--- src/rtl/if_stage_pkg.sv ---
// Core-wide definitions shared by the fetch and decode stages: address width,
// bubble encoding, fetch FSM states and the IF/ID pipeline register layout.
package if_stage_pkg;

  localparam int          ADDR_W    = 8;
  localparam logic [31:0] NOP_INSTR = 32'h0000_0000;  // sll $0,$0,0

  typedef enum logic [1:0] {
    S_RESET = 2'd0,
    S_RUN   = 2'd1,
    S_HOLD  = 2'd2
  } fetch_state_t;

  typedef struct packed {
    logic              valid;
    logic [31:0]       instr;
    logic [ADDR_W-1:0] pc4;
  } ifid_t;

endpackage

--- src/rtl/if_stage_pc_reg.sv ---
// Program counter with next-PC selection: reset, redirect target (word aligned),
// hold, or sequential PC+4 wrapping modulo 2^ADDR_W.
module if_stage_pc_reg #(
  parameter int                ADDR_W   = 8,
  parameter logic [ADDR_W-1:0] RESET_PC = '0
) (
  input  logic              clk,
  input  logic              rst,
  input  logic              hold,
  input  logic              redirect_valid,
  input  logic [ADDR_W-1:0] redirect_pc,
  output logic [ADDR_W-1:0] pc,
  output logic [ADDR_W-1:0] pc4
);

  localparam logic [ADDR_W-1:0] ALIGN_MASK = {{(ADDR_W-2){1'b1}}, 2'b00};
  localparam logic [ADDR_W-1:0] FOUR       = ADDR_W'(4);

  logic [ADDR_W-1:0] pc_reg;
  logic [ADDR_W-1:0] pc_next;

  assign pc4 = pc_reg + FOUR;
  assign pc  = pc_reg;

  // Redirect outranks hold so a taken branch can break out of a stall.
  always_comb begin
    pc_next = pc4;
    if (redirect_valid) begin
      pc_next = redirect_pc & ALIGN_MASK;
    end else if (hold) begin
      pc_next = pc_reg;
    end
  end

  always_ff @(posedge clk) begin
    if (rst) begin
      pc_reg <= RESET_PC & ALIGN_MASK;
    end else begin
      pc_reg <= pc_next;
    end
  end

endmodule

--- src/rtl/if_stage.sv ---
// Instruction-fetch stage: owns the PC, drives instruction-memory reads and
// fills the IF/ID register, honouring stall, flush and redirect requests.
module if_stage #(
  parameter int                ADDR_W    = if_stage_pkg::ADDR_W,
  parameter logic [ADDR_W-1:0] RESET_PC  = '0,
  parameter logic [31:0]       NOP_INSTR = if_stage_pkg::NOP_INSTR
) (
  input  logic              clk,
  input  logic              rst,
  input  logic              stall,
  input  logic              flush,
  input  logic              redirect_valid,
  input  logic [ADDR_W-1:0] redirect_pc,
  output logic              imem_read,
  output logic [ADDR_W-1:0] imem_addr,
  input  logic [31:0]       imem_data,
  output logic              ifid_valid,
  output logic [31:0]       ifid_instr,
  output logic [ADDR_W-1:0] ifid_pc4,
  output logic [15:0]       fetch_count
);

  import if_stage_pkg::*;

  // ADDR_W is expected to match the package width, since decode consumes ifid_t.
  fetch_state_t      state_reg, state_next;
  ifid_t             ifid_reg;
  logic [15:0]       count_reg;
  logic [ADDR_W-1:0] pc;
  logic [ADDR_W-1:0] pc4;
  logic              pc_hold;
  logic              do_latch;
  logic              do_bubble;

  if_stage_pc_reg #(
    .ADDR_W   (ADDR_W),
    .RESET_PC (RESET_PC)
  ) u_pc_reg (
    .clk            (clk),
    .rst            (rst),
    .hold           (pc_hold),
    .redirect_valid (redirect_valid),
    .redirect_pc    (redirect_pc),
    .pc             (pc),
    .pc4            (pc4)
  );

  always_ff @(posedge clk) begin
    if (rst) begin
      state_reg <= S_RESET;
    end else begin
      state_reg <= state_next;
    end
  end

  always_comb begin
    state_next = state_reg;
    case (state_reg)
      S_RESET: state_next = S_RUN;
      S_RUN:   if (stall && !redirect_valid) state_next = S_HOLD;
      S_HOLD:  if (!stall || redirect_valid) state_next = S_RUN;
      default: state_next = S_RESET;
    endcase
  end

  always_comb begin
    imem_read = 1'b0;
    case (state_reg)
      S_RUN, S_HOLD: imem_read = 1'b1;
      default:       imem_read = 1'b0;
    endcase
  end

  // Edge behaviour follows the inputs; S_HOLD resumes fetch on the edge stall drops.
  assign pc_hold   = stall || (state_reg == S_RESET);
  assign do_bubble = redirect_valid || flush;
  assign do_latch  = (state_reg != S_RESET) && !do_bubble && !stall;

  always_ff @(posedge clk) begin
    if (rst || do_bubble) begin
      ifid_reg.valid <= 1'b0;
      ifid_reg.instr <= NOP_INSTR;
      ifid_reg.pc4   <= '0;
    end else if (do_latch) begin
      ifid_reg.valid <= 1'b1;
      ifid_reg.instr <= imem_data;
      ifid_reg.pc4   <= pc4;
    end
  end

  always_ff @(posedge clk) begin
    if (rst) begin
      count_reg <= '0;
    end else if (do_latch && (count_reg != 16'hFFFF)) begin
      count_reg <= count_reg + 16'd1;
    end
  end

  assign imem_addr   = pc;
  assign ifid_valid  = ifid_reg.valid;
  assign ifid_instr  = ifid_reg.instr;
  assign ifid_pc4    = ifid_reg.pc4;
  assign fetch_count = count_reg;

endmodule

--- config.mk ---
export PLATFORM = sky130hd
export DESIGN_NAME = if_stage
export DESIGN_NICKNAME = d
export VERILOG_FILES = /design/src/rtl/if_stage_pkg.sv /design/src/rtl/if_stage_pc_reg.sv /design/src/rtl/if_stage.sv
export SDC_FILE = /design/constraint.sdc
export NUM_CORES = 1
export LEC_CHECK = 0
export ABC_CLOCK_PERIOD_IN_PS = 3600
export CAP_MARGIN = 40
export CORE_ASPECT_RATIO = 0.5
export CORE_MARGIN = 4
export CORE_UTILIZATION = 47
export DETAILED_ROUTE_END_ITERATION = 16
export PLACE_DENSITY_LB_ADDON = 0.2
export SETUP_SLACK_MARGIN = 0.02
export SLEW_MARGIN = 20
export SYNTH_ARGS = -nofsm -noshare
export SYNTH_HDL_FRONTEND = slang
export SYNTH_SLANG_ARGS = --single-unit
--- constraint.sdc ---
create_clock -name clk -period 3.6 [get_ports clk]
set_input_delay 0.72 -clock clk [delete_from_list [all_inputs] [get_ports clk]]
set_output_delay 0.72 -clock clk [all_outputs]
set_load 0.02 [all_outputs]
==> metrics.txt <==
Mapped Area=~2800 µm²; cell taking the most area after synthesis=dfxtp_1; total global-route track usage=21.6%; Largest register FFs=32; IR drop worst, VDD=~0.33 mV; slew margin rel.=52.3%; Clock Tree Root=clkbuf_16; Post CTS Setup Buffer Count=0; Avg Cell Area, Syn=8.40 µm²; reg2reg setup slack=roughly 1.2 ns; first-pass GRT wire length=13.1 mm; final setup violation count=0; Routed Antenna Nets=0; number of flops mapped to enable cells by yosys=0; initial antenna violation count=0; Gate Count Post-Synth=337; # IOs=approximately 110; Port Buffer Count=104; H-tree depth=3; Worst Path Max Fanout=17; fmax=between 0.3 and 0.4 GHz; Final HPWL DP=roughly 5.4 mm; Cell Pwr Density=499 nW/µm²; register area share after synthesis=44.6%; worst-skew pair later-pin latency=0.32 ns; Area Overhead vs Synth=48.5%; Cell variety after synth=39; top area cells in the synthesized netlist=dfxtp_1 (45%), nor3_1 (12%), nor2_1 (7.0%), ha_1 (3.1%), a21oi_1 (2.8%); number of global-route vias before repair=approximately 2.8k; Hold Path Class=reg2reg; crit share post-route=approximately 73%; Via-to-Cell Ratio=5.50; Crit Path Class=in2reg; clk buf depth=2; DR pass1 iterations=4; crit start category=input port; fin crit period=2.62 ns; final setup TNS=0 ns; Starting Density=about half; Die Y=62.9 µm; CTS clock-pin slew for the worst setup and hold paths=0.05 ns; Worst EP required=3.81 ns; CORE AREA=5660 µm²; worst path arrival time=roughly 2.8 ns; Horiz. Die Dim=118 µm; YS warnings=0; GR Overflow Total=0; Most used DFF post-synth=dfxtp_1; status=finished, final reports clean; post-route DRC violation count=0; final hold violations=0; number of DRC markers in iteration 0=183; max-slew violation count=0; hold buffer count at cts=0; GP Congestion=0.771; CTS tree=done; skew final=0.00426 ns; TritonCTS Buffers=9; Synth top area share=44.6%; final wirelength=7.83 mm; Ant. Diodes=0; Clock Sinks=63; post_cts resized=0; Slew @ Worst Pin=0.715 ns; Vias=~2.8k; max-capacitance violation count=0; fin cells=509; Static Leak=0.00143 µW; critical path endpoint category=flop; Die ar.=7400 µm²; placed insts=493; Synth Register Bits=63; final net count=483; post-DR wirelength/cell=15.4 µm; asr flop ratio synth=0%; RSZ-0062 raised after global routing=no; Std-Cell Rows=19; share of cells above drive strength 1=7.11%; largest net degree at the start of global routing=40
==> Yosys cell counts, types with 2 or more instances <==
cell       n
o31ai_1   10
a21oi_1   16
nor2_1    53
dfxtp_1   63
inv_1      5
and4_4     2
and3_1     2
clkbuf_1  14
nand3_1    9
or3_1      6
o21ai_0    6
buf_6      2
nor3_1    68
xor2_1     3
mux2i_1    4
ha_1       7
mux2_2     2
nor4_1     2
a211oi_1   8
buf_1      4
xnor2_1    5
or4_1      8
buf_4      5
nor2b_1    2
and4_1     3
nand2_1   12
buf_2      4
==> metal layers <==
layer	vias to the layer above	share of wire [%]	wire (µm)	GRT usage [%]
li1	1381	-	-	-
met1	1312	43	3330	24.0
met2	91	50	3890	38.0
met3	13	6.1	475	7.69
met4	0	1.7	136	8.76
met5	-	0	0	0
==> final timing paths <==
check                                  start              end  cells after the start
worst min-delay path             ifid_pc4[3]      ifid_pc4[3]                      2
worst max register to register  state_reg[0]  fetch_count[13]                      6
worst max-delay path                   stall  fetch_count[13]                      5
worst min register to register   ifid_pc4[3]      ifid_pc4[3]                      2
==> power by group <==
part	internal, µW	switching, µW
clock network	641	300
logic	171	226
registers	728	30.1
total	1540	557
==> cells in the final DEF (no fill, tap or decap), types with 2 or more instances in the layout <==
cell type / instances
buf_4: 5
nor3_1: 67
dfxtp_1: 63
nor2_1: 53
nand3_1: 9
clkbuf_16: 9
mux2_2: 2
or4_1: 8
bufinv_16: 2
ha_1: 7
inv_1: 5
nor4_1: 2
xnor2_1: 5
a21oi_1: 16
mux2i_1: 4
and4_1: 3
nand2_1: 12
o21ai_0: 6
and4_4: 2
xor2_1: 3
clkdlybuf4s50_1: 104
or3_1: 5
clkbuf_8: 2
a211oi_1: 8
nor2b_1: 2
and3_1: 2
o31ai_1: 10
clkinvlp_4: 2
conb_1: 4
==> critical path: stages <==
cell and delay (ns):
clkdlybuf4s50_1 0.59, nor2_1 0.35, nand2_1 0.39, nor4_1 0.41
mux2_2 0.37
==> cells by family after synthesis <==
logic type | share of synthesized area [%]
fa+ha+maj | 3.09
other cells | 0.132
compound gates | 9.55
xor+xnor | 2.48
flops | 44.6
buf+inv | 5.88
mux | 2.21
simple gates | 32.1
==> metrics by stage <==
| step | hold WS [ns] | cell area, µm² | setup WS, ns | util (%) | total power (µW) |
|---|---|---|---|---|---|
| global placement | 0.447 | 3870 | 0.740 | 68.4 | 1150 |
| CTS | 0.458 | 4200 | 1.03 | 74.3 | 2120 |
| floorplan | 0.514 | 2840 | 1.47 | - | 1030 |
| global route | 0.489 | 4200 | 0.849 | 74.3 | 2200 |
| detailed placement | 0.451 | 3870 | 0.684 | 68.4 | 1170 |
| finish | 0.455 | 4200 | 0.984 | 74.3 | 2100 |
==> layout make-up <==
cell class | count | area [µm²]
Fill cell | 421 | 1460
Multi-Input combinational cell | 243 | 1420
Sequential cell | 63 | 1260
Timing Repair Buffer | 109 | 1080
Clock buffer | 11 | 253
Tap cell | 73 | 91.3
Clock inverter | 5 | 80.1
Inverter | 5 | 18.8
Power figures use the tool's default switching activity.
